File: config.mk
export PLATFORM = sky130hd
export DESIGN_NAME = clear_sequencer
export DESIGN_NICKNAME = d
export VERILOG_FILES = /design/src/rtl/clear_sequencer.sv
export SDC_FILE = /design/constraint.sdc
export NUM_CORES = 1
export LEC_CHECK = 0
export BUFFER_PORTS_ARGS = -buffer_cell sky130_fd_sc_hd__buf_2
export CAP_MARGIN = 10
export CORE_MARGIN = 2
export CORE_UTILIZATION = 30
export DETAILED_ROUTE_END_ITERATION = 16
export GPL_TIMING_DRIVEN = 1
export HOLD_SLACK_MARGIN = 0.1
export PLACE_DENSITY_LB_ADDON = 0.2
export SLEW_MARGIN = 5
export SYNTH_ARGS = -nofsm -noshare
export SYNTH_HDL_FRONTEND = slang
export SYNTH_SLANG_ARGS = --single-unit
export TNS_END_PERCENT = 1
File: constraint.sdc
create_clock -name clock -period 2.1 [get_ports clock]
set_input_delay 0.105 -clock clock [delete_from_list [all_inputs] [get_ports clock]]
set_output_delay 0.105 -clock clock [all_outputs]
set_load 0.01 [all_outputs]
File: src/rtl/clear_sequencer.sv
// Purpose: drives NUM_OUT active-low clearb lines low together on any clear source, then releases them one at a time, bit 0 first.
// Latency: sw_clear acts on the edge that samples it; ext_clear_n acts SYNC_STAGES+1 edges after it falls; clear acts at once, with no clock.
// Backpressure: none; requests are levels that hold the sequence in HOLD until they go inactive.
module clear_sequencer #(
    parameter int NUM_OUT     = 4,
    parameter int STRETCH     = 8,
    parameter int GAP         = 2,
    parameter int SYNC_STAGES = 2
) (
    input  logic               clock,
    input  logic               clear,
    input  logic               ext_clear_n,
    input  logic               sw_clear,
    output logic [NUM_OUT-1:0] clearb,
    output logic               busy,
    output logic               done,
    output logic [1:0]         cause
);

    // The last bit is released at this edge count, so count never needs to go past it.
    localparam int MAX_CNT = STRETCH + (NUM_OUT - 1) * GAP;
    localparam int CW      = $clog2(MAX_CNT + 1);
    localparam logic [CW-1:0] CNT_MAX = CW'(MAX_CNT);

    localparam logic [1:0] CAUSE_CLR = 2'b00;
    localparam logic [1:0] CAUSE_EXT = 2'b01;
    localparam logic [1:0] CAUSE_SW  = 2'b10;

    typedef enum logic [1:0] {
        ST_HOLD = 2'd0,
        ST_REL  = 2'd1,
        ST_RUN  = 2'd2
    } state_t;

    state_t                 state;
    logic [CW-1:0]          count;
    logic [CW-1:0]          cnt_inc;
    logic [SYNC_STAGES-1:0] ext_sync;
    logic                   ext_req;
    logic                   req;
    logic [NUM_OUT-1:0]     rel_mask;

    // The synchroniser resets to the inactive level so clear does not look like an ext request on release.
    always_ff @(posedge clock or posedge clear) begin
        if (clear) begin
            ext_sync <= '1;
        end else begin
            ext_sync <= {ext_sync[SYNC_STAGES-2:0], ext_clear_n};
        end
    end

    assign ext_req = ~ext_sync[SYNC_STAGES-1];
    assign req     = ext_req | sw_clear;

    // The count saturates at the last release edge so that a long RUN can never wrap it.
    assign cnt_inc = (count == CNT_MAX) ? count : count + 1'b1;

    // A bit is released once the edge count since the last request reaches its own threshold.
    always_comb begin
        rel_mask = '0;
        for (int i = 0; i < NUM_OUT; i++) begin
            rel_mask[i] = (int'(cnt_inc) >= STRETCH + i * GAP);
        end
    end

    // Sequencer: all outputs are registered, so clearb comes straight from flops.
    always_ff @(posedge clock or posedge clear) begin
        if (clear) begin
            state  <= ST_HOLD;
            count  <= '0;
            clearb <= '0;
            busy   <= 1'b1;
            done   <= 1'b0;
            cause  <= CAUSE_CLR;
        end else begin
            done <= 1'b0;
            if (req) begin
                // A request in any state restarts the stretch; ext has priority for cause.
                state  <= ST_HOLD;
                count  <= '0;
                clearb <= '0;
                busy   <= 1'b1;
                cause  <= ext_req ? CAUSE_EXT : CAUSE_SW;
            end else begin
                case (state)
                    ST_HOLD, ST_REL: begin
                        count  <= cnt_inc;
                        clearb <= rel_mask;
                        if (&rel_mask) begin
                            state <= ST_RUN;
                            busy  <= 1'b0;
                            done  <= 1'b1;
                        end else if (rel_mask[0]) begin
                            state <= ST_REL;
                        end
                    end
                    ST_RUN: begin
                        clearb <= '1;
                        busy   <= 1'b0;
                    end
                    default: begin
                        state  <= ST_HOLD;
                        count  <= '0;
                        clearb <= '0;
                        busy   <= 1'b1;
                    end
                endcase
            end
        end
    end

endmodule
Word level (Yosys, flattened, before mapping)
Index checks and enable logic that the tools add are counted.
- bitwise operators: 2
- reduce and logical (&&, ||, !) cells: 4
- magnitude comparators: 4
- equality and inequality tests: 6
- add/sub/neg operators: 1
- multiplexer cells: 16
- operators by type and width (cell ; count):
    $ge A4 B4 Y1 const B ; 4
    $pmux W4 S2 ; 2
    $mux W4 ; 3
    $mux W2 ; 4
    $mux W1 ; 5
    $add A4 B1 Y4 const B ; 1
    $eq A4 B4 Y1 const B ; 1
    $ne A4 B4 Y1 const B ; 1
    $pmux W2 S2 ; 1
    $reduce_and A4 Y1 ; 1
    $ne A3 B3 Y1 const B ; 1
    $eq A2 B1 Y1 const B ; 1
    $eq A2 B2 Y1 const B ; 1
    $logic_not A2 Y1 ; 1
    $ne A2 B2 Y1 const B ; 1
    $pmux W1 S2 ; 1
    $reduce_and A2 Y1 ; 1
    $reduce_or A2 Y1 ; 1
    $not A1 Y1 ; 1
    $or A1 B1 Y1 ; 1
- word-level logic and storage cells: 40
- input port bits: 4
- flip-flop bits (word level): 16

Logic depth before layout (Yosys ltp)
- depth in word-level cells: 7
- gate-level depth with buffers: 6
- gate-level depth less buffers: 6

Least setup slack after synthesis
Ideal clock, no wire load.
- kind: register to register
- start: reg count[0]
- end: reg busy
- arrival time: 1.646 ns
- data required time: 2.022 ns
- path buffers: 0
- path slack: 0.376 ns
- library setup time: 0.078 ns
- stages on the path, launching flop included: 5
- cell sequence: dfrtp_1 -> ha_1 -> or3_1 -> a311o_1 -> a31o_1
- cells in the longest elaborated chain, start to end: 5
- elaborated cells between the ends (all ways): 9
- those cells by class: add/sub: 1; order compare: 4; eq/ne: 2; mux: 1; reduce/logical: 1
- ends and longest elaborated chain (item ; line ; text):
    start, declared ; 36 ; logic [CW-1:0] count;
    start signal, assigned ; 87 ; count <= cnt_inc;
    $add A4 B1 Y4 or $eq A4 B4 Y1 (tied branches) ; 56 ; assign cnt_inc = (count == CNT_MAX) ? count : count + 1'b1;
    $mux W4 (*) ; 56 ;
    $ge A4 B4 Y1 ; 62 ; rel_mask[i] = (int'(cnt_inc) >= STRETCH + i * GAP);
    $reduce_and A4 Y1 (*) ; 89 ; if (&rel_mask) begin
    $ne A3 B3 Y1 (no line) (*) ; -- ;
    end signal, assigned ; 72 ; busy <= 1'b1;
    end signal, assigned ; 91 ; busy <= 1'b0;
    end signal, assigned ; 99 ; busy <= 1'b0;
    end, declared ; 15 ; output logic busy,
Every way passes the cells marked *; elsewhere a longest branch is shown, timed or not.
A chain may end at the register's enable or synchronous reset.

Worst setup path in the final report
Ends and elaborated chain as after synthesis.

==> results.sh <==
export IMPL_status="finished clean"
export IMPL_grt_pass1_wl_um=2370
export IMPL_hold_start="ext_sync[0]$_DFF_PP1_"
export IMPL_cp_max_fo=7
export IMPL_fp_dieArea_um2=2760
export IMPL_dp_hpwl_um=987
export IMPL_detail_route_wl_per_cell_um=12.0
export IMPL_antenna_cells=0
export IMPL_pwr_share_seq_pct=58.3
export IMPL_drive_above_1_share_pct=27.4
export IMPL_hold_viol_final=0
export IMPL_rows=17
export IMPL_stdcell_area_um2=867
export IMPL_setup_tns_ps=0
export IMPL_hp_class="flip-flop to flip-flop"
export IMPL_clock_skew_ps=3.84
export IMPL_vias_per_cell=4.74
export IMPL_core_area_um2=2210
export IMPL_boundaryPins=12
export IMPL_hold_worst_slack_ps=368
export IMPL_placed_area_um2=801
export IMPL_synth_avg_cell_area_um2=10.7
export IMPL_cts_max_level=1
export IMPL_final_min_clock_period_ps=1840
export IMPL_die_h_um=52.5
export IMPL_drt_iter0_drc=9
export IMPL_cts_tree="built"
export IMPL_slew_headroom_pct=60.7
export IMPL_cp_data_required_time_ps=2320
export IMPL_ys_seq_elements=16
export IMPL_p_comb_share_pct=6.2
export IMPL_p_sw_w=0.000116
export IMPL_p_per_area_nw_per_um2=636
export IMPL_cts_repair_resize_count=0
export IMPL_clk_pin_slew_ps=80
export IMPL_r2r_end="busy$_DFFE_PP1P_"
export IMPL_post_cts_setup_buffers=0
export IMPL_drv_cap=0
export IMPL_clockRootBuffer="clkbuf_4"
export IMPL_vdd_drop_max_v=0.000380
export IMPL_grt_pass1_vias=525
export IMPL_clock_sinks=16
export IMPL_yosysSeqAreaShare_pct=57.2
export IMPL_fillers=227
export IMPL_syn_area_um2=707
export IMPL_timing_final_ws_setup_ps=260
export IMPL_cts_made_buffers=3
export IMPL_setup_violations=0
export IMPL_p_leak_nw=0.441
export IMPL_firstDrtPassIters=4
export IMPL_cp_end_kind="flip-flop"
export IMPL_clockBufferDepth=2
export IMPL_dp_slack_ps=277
export IMPL_synth_distinct_cells=29
export IMPL_antenna_found_initial=0
export IMPL_synth_warnings=0
export IMPL_r2r_slack_ps=260
export IMPL_fmax_mhz=544
export IMPL_final_util_pct=39.2
export IMPL_start_util_pct=32.0
export IMPL_nNetsFinal=91
export IMPL_seqCellArea_um2=404
export IMPL_gp_congestion=0.834
export IMPL_rsz0062_at_grt="no"
export IMPL_r2r_start="count[0]$_DFFE_PP0P_"
export IMPL_cp_slowest_stage_delay_ps=450
export IMPL_multiInputGateArea_um2=280
export IMPL_vias=531
export IMPL_die_x_um=52.5
export IMPL_reg2reg_depth=4
export IMPL_area_delta_synth_final_pct=22.7
export IMPL_synth_nets=72
export IMPL_cp_start_kind="flip-flop"
export IMPL_swShare_pct=21.0
export IMPL_port_buffers=11
export IMPL_grt_ovfl_total=0
export IMPL_crit_type="flip-flop to flip-flop"
export IMPL_drv_slew=0
export IMPL_arrival_ps=2050
export IMPL_clk_latency_ps=280
export IMPL_power_frac_clock_pct=35.5
export IMPL_track_usage_pct=11.9
export IMPL_hold_depth=0
export IMPL_tightest_slew_ps=589
export IMPL_cp_num_buf_inv=0
export IMPL_power_internal_w=0.000436
export IMPL_grt_max_degree=17
export IMPL_finalCritPeriodShare_pct=87.6
export IMPL_drc=0
export IMPL_critical_path_top_delay_family="compound AO/OA/AOI/OAI gates"
export IMPL_crit_slowest_cell="dfrtp_1"
export IMPL_ant_nets=0
export IMPL_drt_total_wl_um=1350
export IMPL_netlist_instances=66
export IMPL_hold_end="ext_sync[1]$_DFF_PP1_"
export IMPL_worstPathCellList="ha_1, or3_1, a311o_1, a31o_1"
## cell usage in the layout (no fill, tap or decap), types with 3 or more instances in the layout
cell type	netlist	final
a21o_1	3	3
a21oi_1	4	4
buf_2	0	11
clkbuf_4	0	3
dfrtp_1	13	13
dfstp_2	3	3
dlygate4sd3_1	0	3
inv_1	5	5
nand2_1	3	3
nor2_1	4	4
o21ai_0	5	5
## flip-flops by register name, indices dropped and copies added, names as in the netlist
name / cells
ext_sync: 2
count: 4
clearb: 4
cause: 2
state: 2
done: 1
busy: 1
## through the flow
step                      cells  total power (W)
after floorplan              66         0.000346
after global placement      105         0.000358
after detailed placement    105         0.000358
after CTS                   112         0.000562
after global routing        112         0.000584
final                       112         0.000551
## area by class of cell
| class | instances | share of cell area, % |
|---|---|---|
| clock buffers | 4 | 4.18 |
| inverters | 5 | 2.16 |
| multi-input cells | 44 | 32.3 |
| flip-flops and latches | 16 | 46.6 |
| well taps | 28 | 4.04 |
| repair buffers | 15 | 10.7 |
## synth_stat cells, drive strengths merged
| cell type | count | share of area [%] |
|---|---|---|
| a311o | 1 | 1.4 |
| a21o | 3 | 3.2 |
| nor2b | 2 | 1.8 |
| a41oi | 1 | 1.2 |
| inv | 5 | 2.7 |
| o21a | 1 | 1.1 |
| or3b | 1 | 1.2 |
| nor3 | 2 | 1.4 |
| dfrtp | 13 | 46 |
| or2 | 1 | 0.89 |
| a21oi | 4 | 2.8 |
| nand2 | 4 | 2.5 |
| o31ai | 2 | 2.1 |
| clkbuf | 1 | 0.53 |
| or3 | 1 | 0.89 |
| a31o | 2 | 2.5 |
| nand3 | 2 | 1.4 |
| nand2b | 1 | 0.89 |
| and2 | 1 | 0.89 |
| o211a | 1 | 1.4 |
| nor2 | 4 | 2.1 |
| and3 | 1 | 0.89 |
| dfstp | 3 | 11 |
| ha | 2 | 3.5 |
| a21boi | 1 | 1.1 |
| o21ai | 5 | 3.5 |
| a31oi | 1 | 0.89 |
## layer usage
metal / wire length, µm / part of all wire, % / GRT usage [%]
met5: 0 / 0 / 0
met4: 12 / 0.89 / 3.85
met3: 57 / 4.2 / 4.29
met2: 601 / 45 / 18.5
met1: 677 / 50 / 15.4
## worst reg2reg max path: cells and delay by family (launching register included)
kind                       cells  cell delay (ps)
AOI/OAI and AO/OA              2              610
adders and majority gates      1              300
and+or+nand+nor                1              420
DFF                            1              450
## how the worst max path moves through the flow
stage                          from                to  slack [ps]  depth (start not counted)
2_1_floorplan  count[0]$_DFFE_PP0P_  busy$_DFFE_PP1P_         380                          4
3_3_place_gp   count[0]$_DFFE_PP0P_  busy$_DFFE_PP1P_         320                          4
3_5_place_dp   count[0]$_DFFE_PP0P_  busy$_DFFE_PP1P_         280                          4
4_1_cts        count[0]$_DFFE_PP0P_  busy$_DFFE_PP1P_         260                          4
5_1_grt        count[0]$_DFFE_PP0P_  busy$_DFFE_PP1P_         180                          4
6_report       count[0]$_DFFE_PP0P_  busy$_DFFE_PP1P_         260                          4
## logic make-up (layout without fill, tap and decap cells)
group | count (synthesis) | after routing | synth area share, %
fa+ha+maj | 2 | 2 | 3.54
compound gates | 22 | 22 | 21.2
buf+inv | 6 | 24 | 3.19
flops | 16 | 16 | 57.2
simple gates | 20 | 20 | 14.9
## power groups by stage
stage                     combinational (W)  sequential, W  clock, W
after floorplan                   0.0000184       0.000328         0
after global placement            0.0000310       0.000327         0
after detailed placement          0.0000309       0.000328         0
after CTS                         0.0000353       0.000322  0.000205
after global routing              0.0000406       0.000323  0.000221
final                             0.0000344       0.000321  0.000196
## timing repair
item | CTS | global route
hold buffers | 3 | 0
setup endpoints to repair | 0 | 0
endpoints found under the hold margin | 16 | 0
Note: power is estimated with default switching activity, not from simulation.
